## config.mk

```make
export PLATFORM = sky130hd
export DESIGN_NAME = rggen_apb_register_file
export DESIGN_NICKNAME = d
export VERILOG_FILES = /design/src/rtl/rggen_apb_register_file.sv
export SDC_FILE = /design/constraint.sdc
export NUM_CORES = 1
export LEC_CHECK = 0
export BUFFER_PORTS_ARGS = -buffer_cell sky130_fd_sc_hd__buf_2
export CAP_MARGIN = 0
export CORE_AREA = 4 4 134 136
export CTS_BUF_LIST = sky130_fd_sc_hd__clkbuf_4
export CTS_CLUSTER_DIAMETER = 40
export DETAILED_ROUTE_END_ITERATION = 12
export DIE_AREA = 0 0 138 140
export GPL_TIMING_DRIVEN = 0
export PLACE_DENSITY = 0.88
export SLEW_MARGIN = 15
export SYNTH_ARGS = -nofsm -noshare
export SYNTH_HDL_FRONTEND = slang
export SYNTH_SLANG_ARGS = --single-unit
```

## constraint.sdc

```tcl
create_clock -name clk -period 11 [get_ports clk]
set_input_delay 0.55 -clock clk [delete_from_list [all_inputs] [get_ports clk]]
set_output_delay 0.55 -clock clk [all_outputs]
set_load 0.03 [all_outputs]
```

## src/rtl/rggen_apb_register_file.sv

```systemverilog
// APB slave register file with per-bit RW/RO masking, byte strobes and configurable wait states.
// Define RGGEN_APB_REGISTER_FILE_ERROR_EN to report unmapped or fully read-only writes via o_pslverr.
module rggen_apb_register_file #(
  parameter int                              DATA_WIDTH    = 32,
  parameter int                              ADDRESS_WIDTH = 16,
  parameter int                              NUM_REGS      = 4,
  parameter int                              WAIT_CYCLES   = 0,
  parameter logic [NUM_REGS*DATA_WIDTH-1:0]  INITIAL_VALUE = '0,
  parameter logic [NUM_REGS*DATA_WIDTH-1:0]  RW_MASK       = '1
) (
  input  logic                             clk,
  input  logic                             rst,
  input  logic [ADDRESS_WIDTH-1:0]         i_paddr,
  input  logic [2:0]                       i_pprot,
  input  logic                             i_psel,
  input  logic                             i_penable,
  input  logic                             i_pwrite,
  input  logic [DATA_WIDTH-1:0]            i_pwdata,
  input  logic [DATA_WIDTH/8-1:0]          i_pstrb,
  output logic                             o_pready,
  output logic [DATA_WIDTH-1:0]            o_prdata,
  output logic                             o_pslverr,
  output logic [NUM_REGS*DATA_WIDTH-1:0]   o_reg_value,
  input  logic [NUM_REGS*DATA_WIDTH-1:0]   i_hw_value,
  output logic [NUM_REGS-1:0]              o_write_pulse
);

  localparam int STRB_W  = DATA_WIDTH / 8;
  localparam int LSB     = $clog2(STRB_W);
  localparam int IDX_W   = ADDRESS_WIDTH - LSB;
  localparam int CMP_W   = IDX_W + 32;
  localparam int TOTAL_W = NUM_REGS * DATA_WIDTH;

  localparam logic [1:0] ST_IDLE = 2'd0;
  localparam logic [1:0] ST_WAIT = 2'd1;
  localparam logic [1:0] ST_RESP = 2'd2;

  logic [1:0]            state_q, state_d;
  logic [3:0]            cnt_q, cnt_d;
  logic [IDX_W-1:0]      idx_q, idx_d;
  logic                  wr_q, wr_d;
  logic [DATA_WIDTH-1:0] wdata_q, wdata_d;
  logic [STRB_W-1:0]     strb_q, strb_d;
  logic [TOTAL_W-1:0]    reg_q, reg_d;
  logic [NUM_REGS-1:0]   pulse_q, pulse_d;

  logic [NUM_REGS-1:0]   hit;
  logic                  mapped;
  logic                  err;
  logic                  resp;
  logic [DATA_WIDTH-1:0] rdata;
  logic [DATA_WIDTH-1:0] byte_en;
  logic                  unused_sig;

  assign unused_sig = ^{i_pprot, i_paddr};
  assign resp       = (state_q == ST_RESP);

  always_comb begin
    state_d = state_q;
    cnt_d   = cnt_q;
    idx_d   = idx_q;
    wr_d    = wr_q;
    wdata_d = wdata_q;
    strb_d  = strb_q;
    case (state_q)
      ST_IDLE: begin
        if (i_psel && !i_penable) begin
          idx_d   = i_paddr[ADDRESS_WIDTH-1:LSB];
          wr_d    = i_pwrite;
          wdata_d = i_pwdata;
          strb_d  = i_pstrb;
          cnt_d   = 4'(WAIT_CYCLES);
          state_d = ST_WAIT;
        end
      end
      ST_WAIT: begin
        if (!i_psel) begin
          state_d = ST_IDLE;
        end else if (i_penable) begin
          if (cnt_q != 4'd0) cnt_d = cnt_q - 4'd1;
          else               state_d = ST_RESP;
        end
      end
      ST_RESP: state_d = ST_IDLE;
      default: state_d = ST_IDLE;
    endcase
  end

  // Address decode and read mux: RO bits come straight from hardware.
  always_comb begin
    hit   = '0;
    rdata = '0;
    for (int i = 0; i < NUM_REGS; i++) begin
      if (CMP_W'(idx_q) == CMP_W'(i)) begin
        hit[i] = 1'b1;
        rdata  = (reg_q[i*DATA_WIDTH +: DATA_WIDTH] & RW_MASK[i*DATA_WIDTH +: DATA_WIDTH]) |
                 (i_hw_value[i*DATA_WIDTH +: DATA_WIDTH] & ~RW_MASK[i*DATA_WIDTH +: DATA_WIDTH]);
      end
    end
    mapped = |hit;
  end

`ifdef RGGEN_APB_REGISTER_FILE_ERROR_EN
  logic ro_hit;
  always_comb begin
    ro_hit = 1'b0;
    for (int i = 0; i < NUM_REGS; i++) begin
      if (hit[i] && (RW_MASK[i*DATA_WIDTH +: DATA_WIDTH] == '0)) ro_hit = 1'b1;
    end
    err = !mapped || (wr_q && ro_hit);
  end
  assign o_pslverr = resp && !rst && err;
`else
  assign err       = 1'b0;
  assign o_pslverr = 1'b0;
`endif

  always_comb begin
    for (int b = 0; b < STRB_W; b++) byte_en[b*8 +: 8] = {8{strb_q[b]}};
  end

  // Commit happens on the edge closing RESP; the pulse lands with the new value.
  always_comb begin
    reg_d   = reg_q;
    pulse_d = '0;
    if (resp && wr_q && !err) begin
      for (int i = 0; i < NUM_REGS; i++) begin
        if (hit[i]) begin
          reg_d[i*DATA_WIDTH +: DATA_WIDTH] =
            (reg_q[i*DATA_WIDTH +: DATA_WIDTH] & ~(byte_en & RW_MASK[i*DATA_WIDTH +: DATA_WIDTH])) |
            (wdata_q & byte_en & RW_MASK[i*DATA_WIDTH +: DATA_WIDTH]);
          pulse_d[i] = 1'b1;
        end
      end
    end
  end

  always_ff @(posedge clk) begin
    if (rst) begin
      state_q <= ST_IDLE;
      cnt_q   <= 4'd0;
      reg_q   <= INITIAL_VALUE;
      pulse_q <= '0;
    end else begin
      state_q <= state_d;
      cnt_q   <= cnt_d;
      reg_q   <= reg_d;
      pulse_q <= pulse_d;
    end
  end

  always_ff @(posedge clk) begin
    idx_q   <= idx_d;
    wr_q    <= wr_d;
    wdata_q <= wdata_d;
    strb_q  <= strb_d;
  end

  assign o_pready      = resp && !rst;
  assign o_prdata      = (resp && !rst && !wr_q && !err) ? rdata : '0;
  assign o_reg_value   = reg_q;
  assign o_write_pulse = pulse_q;

endmodule

```

==> metrics.csv <==
stage,metric,value,unit
routing,DR WL met2,11280,µm
clock_network,Longest Clk Path Bufs,2,
floorplanning,Horiz. Die Dim,138,µm
routing,DRC,0,
placement,HPWL after DPL,18110,µm
routing,First-pass DRT Iterations,5,
layout,share of cells above drive strength 1,0.3575,
routing,via/cell ratio,5.425,
logic_synthesis,Post-Syn Instances,720,
worst_setup_path,CP Class,reg -> out,
floorplanning,die height,140,µm
global_routing,initial antenna violation count,1,
worst_setup_path,WP data arrival,3250,ps
min_path,Tightest Hold Check Type,in -> reg,
sta,final slew viol count,0,
clock_network,Worst-path clk slew,160,ps
global_routing,first-pass GRT wire length,37650,µm
worst_setup_path,CP bufs+invs,3,
routing,DR WL met3,1861,µm
clock_network,CTS buffer count,17,
placement,# port buffers,219,
logic_synthesis,Synth Area per Inst,11.69,µm²
floorplanning,initial core utilization,0.4971,
routing,mean routed wirelength per cell,20.11,µm
worst_setup_path,most frequent cell on the critical path,buf_2,
sta,min cycle time layout,3804,ps
sta,Fin. Hold Viols,0,
routing,Vias,6537,
worst_setup_path,"critical path, cell by cell",or4_1 > buf_2 > nor2_1 > nand4b_1 > clkbuf_1 > nor3_1 > buf_2,
global_routing,vias in the first global route,6706,
routing,DR top layer,met4,
logic_synthesis,Synth Net Count,910,
clock_network,H-tree depth reported by CTS,4,
routing,DRT iter0 DRCs,431,
routing,drt total wl,24230,µm
clock_network,clock tree sinks,189,
power,leakage power,0.004809,µW
layout,Nets,1156,
clock_network,post-cts resize count,0,
global_routing,global route total overflow,0,
floorplanning,I/O pin cnt,354,
sta,Slew @ Worst Pin,763.3,ps
global_routing,pin count of the biggest net entering global routing,17,
global_routing,Total GRT Usage,0.2488,
routing,routed metal-1 wire length,10680,µm
sta,RSZ-0062 raised after global routing,no,
clock_network,setup bufs post-CTS,0,
logic_synthesis,Seq cells post-synth,189,
flow_run,max cap viols,0,
sta,final setup violation count,0,
floorplanning,Core Footprint,16940,µm²
power,power per cell area,111.9,nW/µm²
placement,placed cell count,1172,
worst_setup_path,"delay-heaviest family, CP",simple AND/OR/NAND/NOR gates,
sta,accumulated negative setup slack,0,ps
sta,Slew headroom,0.4912,
sta,Tcrit/Tclk final,0.3458,
sta,Max Freq,262.9,MHz
layout,Fillers,1450,
worst_setup_path,CP Data Required Time,10450,ps
placement,Placer Congestion,0.8366,
routing,Routed Antenna Nets,0,
clock_network,TritonCTS clock tree,yes,
worst_setup_path,slowest CP cell,or4_1,
layout,area added between synthesis and finish,19.78,%
worst_setup_path,nature of the critical path endpoint,output port,
clock_network,Post-CTS Hold Fix Bufs,0,
floorplanning,Row Count,48,
outcome,status,completed,
worst_setup_path,Slowest Stage Delay on Critical Path,590,ps
logic_synthesis,post-synth cell types,41,
worst_setup_path,Crit Path Max Fanout,10,
worst_setup_path,Critical Path Source Type,flop,
power,worst vdd ir,0.06399,mV
layout,non-filler instance count after layout,1205,
floorplanning,die area,19320,µm²
sta,Final Skew,22.22,ps
clock_network,clk root buf,clkbuf_4,
clock_network,clk_lat worst skew,590,ps
logic_synthesis,Synth Cell Area,8419,µm²
logic_synthesis,sequential share of the synthesized area,0.5100,
logic_synthesis,Ys Warns,0,
-- power breakdown --
part,internal [µW],switching (µW),total (µW),leakage [µW]
logic,29.0,41.8,70.8,0.00310
registers,725,4.06,729,0.00159
clock network,94.1,234,328,0.000121
total,848,280,1130,0.00481
-- synthesized netlist by cell type (all sizes together) --
library cell / count / area, µm²
nand2b: 163 / 1020
ha: 2 / 25.02
and4b: 1 / 10.01
nor3b: 1 / 7.510
dfxtp: 138 / 2763
inv: 4 / 15.01
mux4: 1 / 22.52
nand4b: 5 / 43.79
a211oi: 2 / 15.01
nor4: 6 / 97.59
or2: 1 / 6.260
nand2: 16 / 87.59
buf: 15 / 141.4
nand3b: 1 / 7.510
mux2: 31 / 349.1
a211o: 2 / 17.52
o22ai: 31 / 193.9
clkbuf: 30 / 112.6
and2: 2 / 12.51
a21o: 1 / 7.510
or4b: 1 / 10.01
nor2b: 5 / 31.28
nand4: 3 / 18.77
conb: 1 / 3.750
nor3: 33 / 165.2
mux2i: 128 / 1281
or4: 3 / 30.03
nor4b: 1 / 8.760
or3b: 1 / 8.760
xnor2: 1 / 8.760
nor2: 39 / 366.6
edfxtp: 51 / 1531
-- cells in the final DEF, fill, tap and decap left out, types with 2 or more instances in the layout --
| cell | netlist | routed |
|---|---|---|
| or4_4 | 2 | 2 |
| nor3_1 | 33 | 33 |
| nand2_2 | 11 | 11 |
| nor2_1 | 9 | 9 |
| edfxtp_1 | 51 | 51 |
| buf_12 | 3 | 3 |
| nand2b_1 | 163 | 163 |
| dfxtp_1 | 138 | 138 |
| clkbuf_4 | 0 | 20 |
| ha_1 | 2 | 2 |
| a211oi_1 | 2 | 2 |
| o22ai_1 | 31 | 31 |
| and2_1 | 2 | 2 |
| clkbuf_1 | 30 | 30 |
| nand4_1 | 3 | 3 |
| nor4_1 | 2 | 2 |
| nand4b_1 | 5 | 5 |
| mux2_2 | 31 | 31 |
| buf_6 | 2 | 3 |
| buf_2 | 2 | 225 |
| clkinvlp_4 | 0 | 3 |
| mux2i_1 | 128 | 128 |
| clkinv_4 | 0 | 3 |
| a211o_1 | 2 | 2 |
| nor2b_1 | 5 | 5 |
| buf_4 | 5 | 8 |
| clkinv_1 | 0 | 3 |
| buf_1 | 3 | 3 |
| nor2_4 | 29 | 29 |
| clkinv_2 | 0 | 3 |
| nor4_4 | 4 | 4 |
| inv_1 | 4 | 4 |
| nand2_1 | 5 | 5 |
-- path summary, 6_finish.rpt --
check / endpoint / start / cells after the start / slack, ps
worst max register to register: flop / idx_q[5] / 6 / 8710
worst min-delay path: wdata_q[11] / i_pwdata[11] / 1 / 120
worst min register to register: flop / flop / 2 / 500
worst max-delay path: o_prdata[17] / idx_q[5] / 7 / 7200
-- per-stage QoR --
step | setup slack, ps | total power [µW] | hold WS (ps) | utilization | instance area [µm²]
CTS | 7074 | 1134 | 82.04 | 0.5953 | 10080
floorplan | 3883 | 785.4 | 479.4 | - | 8419
global route | 6976 | 1167 | 86.28 | 0.5954 | 10080
global placement | 1149 | 812.8 | 467.3 | 0.5785 | 9797
finish | 7196 | 1128 | 124.6 | 0.5954 | 10080
detailed placement | 7742 | 815.0 | 480.7 | 0.5820 | 9857
-- logic make-up after synthesis --
| group | Yosys count | share of synthesized area |
|---|---|---|
| XOR/XNOR | 1 | 0.001040 |
| multiplexers | 160 | 0.1963 |
| AND/OR/NAND/NOR | 282 | 0.2295 |
| buffers and inverters | 49 | 0.03195 |
| AO/OA/AOI/OAI | 36 | 0.02779 |
| other | 1 | 0.0004454 |
| flip-flops | 189 | 0.5100 |
| adder cells (fa/ha/maj) | 2 | 0.002972 |
-- routing by layer --
metal	global-route usage	vias up
met5	0	-
met4	0.07748	0
met3	0.06555	37
met2	0.3952	281
met1	0.3349	3193
li1	-	3026
-- area by class of cell --
type	count	area, µm²	share of cell area
diodes	1	2.502	0.0002481
repair buffers	227	1150	0.1140
inverters	4	15.01	0.001489
well taps	225	281.5	0.02792
plain buffers	45	254.0	0.02519
clock inverters	12	75.07	0.007444
multi-input cells	482	3862	0.3830
clock buffers	20	150.1	0.01489
flip-flops and latches	189	4294	0.4258
Note: power is estimated with default switching activity, not from simulation.
